`src/rtl/poly_basemul_ctrl_pkg.sv`:
```
// Shared constants, FSM encoding and modular-add helper for the Kyber basemul sequencer.
package poly_basemul_ctrl_pkg;

  localparam int unsigned KYBER_Q       = 3329;
  localparam int unsigned KYBER_N_PAIRS = 128;
  localparam int unsigned PAIR_ADDR_W   = 7;
  localparam int unsigned COEF_W        = 12;
  localparam int unsigned WORD_W        = 2 * COEF_W;

  typedef enum logic [1:0] {
    ST_IDLE  = 2'd0,
    ST_RUN   = 2'd1,
    ST_DRAIN = 2'd2,
    ST_DONE  = 2'd3
  } state_t;

  // Add two residues in [0,q-1] and fold the sum back into [0,q-1].
  function automatic logic [COEF_W-1:0] mod_add(input logic [COEF_W-1:0] x,
                                                input logic [COEF_W-1:0] y);
    logic [COEF_W:0] s;
    s = {1'b0, x} + {1'b0, y};
    if (s >= (COEF_W+1)'(KYBER_Q)) s = s - (COEF_W+1)'(KYBER_Q);
    return s[COEF_W-1:0];
  endfunction

endpackage

```
`src/rtl/poly_basemul_ctrl_basemul_unit.sv`:
```
// Combinational Kyber base multiplication of one degree-1 pair modulo (X^2 - gamma).
module basemul_unit
  import poly_basemul_ctrl_pkg::*;
(
  input  logic [WORD_W-1:0] a,
  input  logic [WORD_W-1:0] b,
  input  logic [COEF_W-1:0] g,
  output logic [WORD_W-1:0] c
);

  localparam int unsigned PROD_W = 2 * COEF_W;

  logic [PROD_W-1:0] p00, p11, p01, p10, pg;
  logic [COEF_W-1:0] r00, r11, r01, r10, rg;

  // c0 = a0*b0 + g*a1*b1, c1 = a0*b1 + a1*b0, each reduced mod q.
  always_comb begin
    p00 = PROD_W'(a[COEF_W-1:0])      * PROD_W'(b[COEF_W-1:0]);
    p11 = PROD_W'(a[WORD_W-1:COEF_W]) * PROD_W'(b[WORD_W-1:COEF_W]);
    p01 = PROD_W'(a[COEF_W-1:0])      * PROD_W'(b[WORD_W-1:COEF_W]);
    p10 = PROD_W'(a[WORD_W-1:COEF_W]) * PROD_W'(b[COEF_W-1:0]);
    r00 = COEF_W'(p00 % PROD_W'(KYBER_Q));
    r11 = COEF_W'(p11 % PROD_W'(KYBER_Q));
    r01 = COEF_W'(p01 % PROD_W'(KYBER_Q));
    r10 = COEF_W'(p10 % PROD_W'(KYBER_Q));
    pg  = PROD_W'(g) * PROD_W'(r11);
    rg  = COEF_W'(pg % PROD_W'(KYBER_Q));
    c   = {mod_add(r01, r10), mod_add(r00, rg)};
  end

endmodule

```
`src/rtl/poly_basemul_ctrl.sv`:
```
// Streams 128 coefficient pairs through basemul_unit, optionally accumulating into C.
module poly_basemul_ctrl
  import poly_basemul_ctrl_pkg::*;
#(
  parameter int unsigned N_PAIRS = KYBER_N_PAIRS,
  parameter int unsigned ADDR_W  = PAIR_ADDR_W
) (
  input  logic              clk,
  input  logic              rst,
  input  logic              start,
  input  logic              acc_en,
  output logic              busy,
  output logic              done,
  output logic [ADDR_W-1:0] rd_addr,
  output logic              rd_en,
  input  logic [23:0]       a_rdata,
  input  logic [23:0]       b_rdata,
  input  logic [11:0]       g_rdata,
  input  logic [23:0]       c_rdata,
  output logic              wr_en,
  output logic [ADDR_W-1:0] wr_addr,
  output logic [23:0]       wr_data
);

  localparam logic [ADDR_W-1:0] LAST_K = ADDR_W'(N_PAIRS - 1);

  state_t            state;
  logic [ADDR_W-1:0] k;
  logic              acc_q;
  logic              drain_cnt;
  logic              v1;
  logic [ADDR_W-1:0] addr1;
  logic [23:0]       bm_c;
  logic [23:0]       res;

  // Control FSM: issues one read per cycle in RUN, then waits for the pipeline to empty.
  always_ff @(posedge clk or posedge rst) begin
    if (rst) begin
      state     <= ST_IDLE;
      k         <= '0;
      acc_q     <= 1'b0;
      drain_cnt <= 1'b0;
      busy      <= 1'b0;
      done      <= 1'b0;
      rd_en     <= 1'b0;
      rd_addr   <= '0;
    end else begin
      done <= 1'b0;
      case (state)
        ST_IDLE: begin
          if (start) begin
            acc_q   <= acc_en;
            k       <= '0;
            rd_addr <= '0;
            rd_en   <= 1'b1;
            busy    <= 1'b1;
            state   <= ST_RUN;
          end
        end
        ST_RUN: begin
          if (k == LAST_K) begin
            rd_en     <= 1'b0;
            drain_cnt <= 1'b0;
            state     <= ST_DRAIN;
          end else begin
            k       <= k + ADDR_W'(1);
            rd_addr <= k + ADDR_W'(1);
          end
        end
        ST_DRAIN: begin
          if (drain_cnt) begin
            busy  <= 1'b0;
            done  <= 1'b1;
            state <= ST_DONE;
          end else begin
            drain_cnt <= 1'b1;
          end
        end
        ST_DONE: state <= ST_IDLE;
        default: state <= ST_IDLE;
      endcase
    end
  end

  // Stage 1: valid/address of the read whose data is on the rdata buses this cycle.
  always_ff @(posedge clk or posedge rst) begin
    if (rst) begin
      v1    <= 1'b0;
      addr1 <= '0;
    end else begin
      v1    <= rd_en;
      addr1 <= rd_addr;
    end
  end

  basemul_unit u_basemul (
    .a (a_rdata),
    .b (b_rdata),
    .g (g_rdata),
    .c (bm_c)
  );

  // Optional modular accumulation with the existing C pair.
  always_comb begin
    res = bm_c;
    if (acc_q) begin
      res = {mod_add(bm_c[23:12], c_rdata[23:12]), mod_add(bm_c[11:0], c_rdata[11:0])};
    end
  end

  // Stage 2: registered result write port.
  always_ff @(posedge clk or posedge rst) begin
    if (rst) begin
      wr_en   <= 1'b0;
      wr_addr <= '0;
      wr_data <= '0;
    end else begin
      wr_en <= v1;
      if (v1) begin
        wr_addr <= addr1;
        wr_data <= res;
      end
    end
  end

endmodule

```
`config.mk`:
```
export PLATFORM = sky130hd
export DESIGN_NAME = poly_basemul_ctrl
export DESIGN_NICKNAME = d
export VERILOG_FILES = /design/src/rtl/poly_basemul_ctrl_pkg.sv /design/src/rtl/poly_basemul_ctrl_basemul_unit.sv /design/src/rtl/poly_basemul_ctrl.sv
export SDC_FILE = /design/constraint.sdc
export NUM_CORES = 2
export LEC_CHECK = 0
export CORE_ASPECT_RATIO = 1.75
export CORE_MARGIN = 2
export CORE_UTILIZATION = 35
export DETAILED_ROUTE_END_ITERATION = 8
export PLACE_DENSITY = 0.55
export SLEW_MARGIN = 20
export SYNTH_ARGS = -nofsm -noshare
export SYNTH_HDL_FRONTEND = slang
export SYNTH_HIERARCHICAL = 1
export SYNTH_SLANG_ARGS = --single-unit
```
`constraint.sdc`:
```
create_clock -name clk -period 5.4 [get_ports clk]
set_input_delay 1.08 -clock clk [delete_from_list [all_inputs] [get_ports clk]]
set_output_delay 1.08 -clock clk [all_outputs]
set_load 0.1 [all_outputs]
```
### Word-level counts from Yosys, hierarchy flattened

Index checks and enable logic that the tools add are counted.

| word-level totals | value |
|---|---|
| bits in registers | 54 |
| output and inout bits | 42 |

| operators by class | value |
|---|---|
| reductions and logical operators | 10 |
| add/sub/neg operators | 9 |
| div/mod/pow operators | 5 |
| order comparisons | 4 |
| multiply operators | 5 |
| mux-type cells | 20 |
| equality and inequality tests | 8 |

Operator list:

| cell | number |
|---|---|
| remainder unit 24 x 12 -> 24 bit (second input constant) | 5 |
| multiplier 12 x 12 -> 24 bit | 5 |
| adder 12 x 12 -> 13 bit | 4 |
| >= comparator 13 x 12 -> 1 bit (second input constant) | 4 |
| two-way mux 12 bit | 4 |
| subtractor 12 bit (second input constant) | 4 |
| two-way mux 24 bit | 1 |
| two-way mux 7 bit | 2 |
| one-hot mux 7 bit (2 select lines) | 1 |
| AND reduction 3 bit | 4 |
| inequality test 2 bit (second input constant) | 4 |
| one-hot mux 2 bit (4 select lines) | 1 |
| adder 7 x 1 -> 7 bit (second input constant) | 1 |
| equality test 7 bit (second input constant) | 1 |
| two-way mux 2 bit | 3 |
| one-hot mux 1 bit (2 select lines) | 3 |
| nonzero test 2 bit | 3 |
| two-way mux 1 bit | 5 |
| equality test 2 bit (second input constant) | 2 |
| AND reduction 2 bit | 2 |
| equality test 2 x 1 -> 1 bit (second input constant) | 1 |
| zero test 2 bit | 1 |

### Logic depth before layout (Yosys ltp)

| depth | value |
|---|---|
| depth in word-level cells | 11 |
| gate-level depth with buffers | 206 |

### By module

Netlist, hierarchy kept.

Modules (own cells, without submodules):

| module | instances | area an instance (um^2) | cells each |
|---|---|---|---|
| basemul_unit | 1 | 48748.0 | 6738 |
| poly_basemul_ctrl | 1 | 3973.8 | 430 |

### Worst setup path before layout

Ideal clock, no wire load.

| timing path | value |
|---|---|
| path kind | input -> register |
| start | in b_rdata[17] |
| end | reg wr_data[8] |
| slack | -39913 ps |
| data arrival time | 45187 ps |
| cell stages on the path | 188 |
| setup time | 126 ps |
| buffers on the path | 14 |
| required time | 5274 ps |
| path through | clkbuf_1 > nand2_1 > fa_1 > inv_1 > fa_1 > fa_1 > fa_1 > inv_1 > fa_1 > inv_1 > ha_1 > buf_2 > and3_1 > a221o_1 > buf_4 > a211o_1 > o221a_4 > or4_4 > [... 152 more ...] > a21oi_1 > o21bai_1 > a21oi_1 > xnor2_1 > a21oi_1 > a221oi_1 > xnor2_1 > ha_1 > inv_1 > fa_1 > xor2_1 > nand3_1 > or4b_1 > o41ai_2 > a211oi_4 > o21bai_1 > mux2i_1 > a221o_1 |

| on the way | value |
|---|---|
| longest elaborated chain between the ends | 11 |

RTL lines:

| item | RTL line | source |
|---|---|---|
| from (decl) | poly_basemul_ctrl.sv:17 | `input logic [23:0] b_rdata,` |
| multiplier 12 x 12 -> 24 bit * | poly_basemul_ctrl_basemul_unit.sv:19 | `p11 = PROD_W'(a[WORD_W-1:COEF_W]) * PROD_W'(b[WORD_W-1:COEF_W]);` |
| remainder unit 24 x 12 -> 24 bit * | poly_basemul_ctrl_basemul_unit.sv:23 | `r11 = COEF_W'(p11 % PROD_W'(KYBER_Q));` |
| multiplier 12 x 12 -> 24 bit * | poly_basemul_ctrl_basemul_unit.sv:26 | `pg = PROD_W'(g) * PROD_W'(r11);` |
| remainder unit 24 x 12 -> 24 bit * | poly_basemul_ctrl_basemul_unit.sv:27 | `rg = COEF_W'(pg % PROD_W'(KYBER_Q));` |
| adder 12 x 12 -> 13 bit * | poly_basemul_ctrl_pkg.sv:21 | `s = {1'b0, x} + {1'b0, y};` |
| subtractor 12 bit / >= comparator 13 x 12 -> 1 bit (equally long branches) | poly_basemul_ctrl_pkg.sv:22 | `if (s >= (COEF_W+1)'(KYBER_Q)) s = s - (COEF_W+1)'(KYBER_Q);` |
| two-way mux 12 bit * | poly_basemul_ctrl_pkg.sv:22 |  |
| via bm_c[0] | poly_basemul_ctrl.sv:33 | `logic [23:0] bm_c;` |
| adder 12 x 12 -> 13 bit * | poly_basemul_ctrl_pkg.sv:21 |  |
| subtractor 12 bit / >= comparator 13 x 12 -> 1 bit (equally long branches) | poly_basemul_ctrl_pkg.sv:22 |  |
| two-way mux 12 bit * | poly_basemul_ctrl_pkg.sv:22 |  |
| two-way mux 24 bit * | poly_basemul_ctrl.sv:106 | `if (acc_q) begin` |
| to (signal assigned) | poly_basemul_ctrl.sv:121 | `wr_data <= res;` |
| to (decl) | poly_basemul_ctrl.sv:22 | `output logic [23:0] wr_data` |

Mark *: on every way through the listed nets, which the timed path passes. The rest lies on a longest branch.
A chain may end at the register's enable or synchronous reset.

### Final worst setup path

| timing path | value |
|---|---|
| start | in b_rdata[20] |
| end | reg wr_data[3] |

Same word-level chain as after synthesis.

==> results.sh <==
export IMPL_timing_final_crit_share_pct=756.5
export IMPL_synth_area_top_cells="sky130_fd_sc_hd__fa_1 19%, sky130_fd_sc_hd__ha_1 9.3%, sky130_fd_sc_hd__xnor2_1 7.5%"
export IMPL_ys_ff_latch=54
export IMPL_worst_pin_slew_ps=1058
export IMPL_wl_um=190000
export IMPL_clock_tree_root_cell="sky130_fd_sc_hd__clkbuf_16"
export IMPL_nets=10757
export IMPL_route_detailed_drc=0
export IMPL_cts_sink_count=54
export IMPL_timing_fmax_ghz=0.02448
export IMPL_finalHoldViolations=0
export IMPL_antenna_found_initial=1
export IMPL_highest_delay_cell_along_the_critical_path="sky130_fd_sc_hd__fa_1"
export IMPL_std_cell_rows=188
export IMPL_drv_max_cap_violation_count=0
export IMPL_cpPeakStageDelay_ps=590
export IMPL_design_core_area_um2=149800
export IMPL_critPathCaptureType="register"
export IMPL_floorplan_die_width_um=297.4
export IMPL_ctsLongestPathBuffers=2
export IMPL_proportion_of_netlist_area_held_by_the_largest_area_contributor_pct=19.14
export IMPL_postSynth_asyncResetShare_pct=100.0
export IMPL_ios=130
export IMPL_grt_setup_unrepaired="true"
export IMPL_yosys_area_top_type="sky130_fd_sc_hd__fa_1"
export IMPL_share_of_cells_above_drive_strength_1_pct=37.77
export IMPL_die_area_um2=153900
export IMPL_cts_max_level=2
export IMPL_area_growth_syn_to_layout_pct=55.57
export IMPL_finalMaxSlewViolations=0
export IMPL_clock_skew_ps=11.60
export IMPL_tritoncts_num_buffers=5
export IMPL_path_type_of_the_worst_setup_path="in2reg"
export IMPL_drtPass1Iterations=5
export IMPL_instances_no_fill=11772
export IMPL_violated_checks="setup timing"
export IMPL_syn_cell_area_um2=52720
export IMPL_via_count=61643
export IMPL_finalSetupViolations=24
export IMPL_timing_critical_path_arrival_ps=41080
export IMPL_grt_max_degree=55
export IMPL_min_period_ps=40850
export IMPL_startpoint_type="input port"
export IMPL_synthesis_yosys_warnings=6
export IMPL_numPlacedInstances=11520
export IMPL_syn_inst=7168
export IMPL_post_drt_via_cell_ratio=5.236
export IMPL_syn_num_nets=8150
export IMPL_synth_enable_flop_cells=0
export IMPL_final_cell_mix="2630 x sky130_fd_sc_hd__buf_4, 850 x sky130_fd_sc_hd__nand2_1, 765 x sky130_fd_sc_hd__inv_1"
export IMPL_required_time_of_the_worst_setup_path_ps=5630
export IMPL_grt_total_usage_pct=23.78
export IMPL_first_global_vias=65120
export IMPL_status="finished with violations"
export IMPL_first_iter_violations=2134
export IMPL_clock_tree_from_tritoncts="done"
export IMPL_worst_setup_hold_path_clk_slew_ps=70
export IMPL_syn_mean_instance_area_um2=7.355
export IMPL_worst_slew_margin_rel_pct=29.23
export IMPL_post_drt_wl_per_cell_um=16.14
export IMPL_floorplan_initialDensity_pct=35.19
export IMPL_synth_yosys_seq_area_share_pct=2.563
export IMPL_cpMostUsedCell="sky130_fd_sc_hd__buf_4"
export IMPL_crit_fanout=10
export IMPL_drt_antenna_violating_nets=0
export IMPL_synth_distinct_cells=145
export IMPL_io_buffer_count=129
export IMPL_dp_final_hpwl_um=162000
export IMPL_insertion_delay_ps=300
export IMPL_wire_length_of_the_first_global_routing_pass_um=307500
export IMPL_grt_overflow_total=0
export IMPL_layout_cells_most_common="sky130_fd_sc_hd__buf_4"
export IMPL_globalplace_congestion=0.9609
export IMPL_synth_flop_cell="sky130_fd_sc_hd__dfrtp_1"
export IMPL_die_height_um=517.4
export IMPL_class_of_the_tightest_hold_or_removal_check="reg2reg"
export IMPL_final_critical_path_setup_slack_ps=-35450
==> routing by layer <==
layer	part of all wire, %	wire [um]	vias up	GRT usage (%)
li1	-	-	30118	-
met4	6.3	11980	0	12.60
met5	0	0	-	0
met2	57	108600	1278	50.48
met1	34	65540	29584	22.38
met3	2.1	3927	663	1.055
==> critical path: cells and delay by family <==
kind | cells | cell delay [ps]
compound gates | 72 | 14730
simple gates | 50 | 11590
fa+ha+maj | 18 | 6710
buf+inv | 31 | 4390
xor+xnor | 14 | 2030
mux | 2 | 500
==> cell usage after synthesis (all sizes together), types with 73 or more instances <==
master  count
nand2     889
inv       789
nor2      545
fa        504
xnor2     459
a21oi     402
ha        390
o21ai     325
and2      315
clkbuf    221
nor3      201
xor2      169
nand3     159
o21bai     97
nand2b     88
a211oi     83
a31oi      78
o211ai     77
or3        73
==> stage by stage <==
stage,setup TNS (ps),area (um^2),worst slack (ps),hold slack (ps),utilization (%)
floorplan,-652250,55540,-35830,351.9,-
finish,-654600,82020,-35450,435.8,54.74
global route,-693070,82010,-37410,470.1,54.74
CTS,-657990,78880,-35540,435.2,52.64
global placement,-681850,76630,-36450,420.5,51.14
detailed placement,-694800,76630,-37280,419.2,51.14
==> area by class of cell <==
cell class	instances	area [um^2]
timing repair buffer	2856	22440
multi-input combinational	6069	52600
inverter	789	2962
clock buffer	5	125.1
fill	14259	67820
tap	1995	2496
antenna	1	2.502
clock inverter	3	40.04
sequential	54	1351
==> registers in the layout (all words and copies together) (netlist names), 2 cells and up <==
name and count:
wr_data 24, addr1 7, k 7, wr_addr 7, state 2
==> path summary, 6_finish.rpt <==
check / cells past startpoint / start / slack [ps] / end
max in group asynchronous: 3 / rst / 3620 / drain_cnt
min in group asynchronous: 3 / rst / 1280 / wr_data[10]
hold reg to reg: 0 / rd_en / 440 / v1
setup reg to reg: 5 / v1 / 2560 / wr_data[17]
setup / recovery: 187 / b_rdata[20] / -35450 / wr_data[3]
hold / removal: 0 / rd_en / 440 / v1
==> kinds of logic after synthesis <==
group | after synthesis | synth area share (%)
simple gates | 2678 | 25.02
compound gates | 1764 | 23.81
buf+inv | 1046 | 7.582
fa+ha+maj | 917 | 28.83
xor+xnor | 628 | 10.58
mux | 81 | 1.614
flops | 54 | 2.563
==> timing repair <==
action	4_1_cts	5_1_grt
cloned	1	4
setup buffers	112	128
setup endpoints to repair	24	24
endpoints found under the hold margin	0	0
hold buffers	0	0
gates resized for setup	275	428
pin swaps	222	229
Power is not shown: default switching activity piles up to over one toggle a cycle in this logic, so the estimate is an artifact.
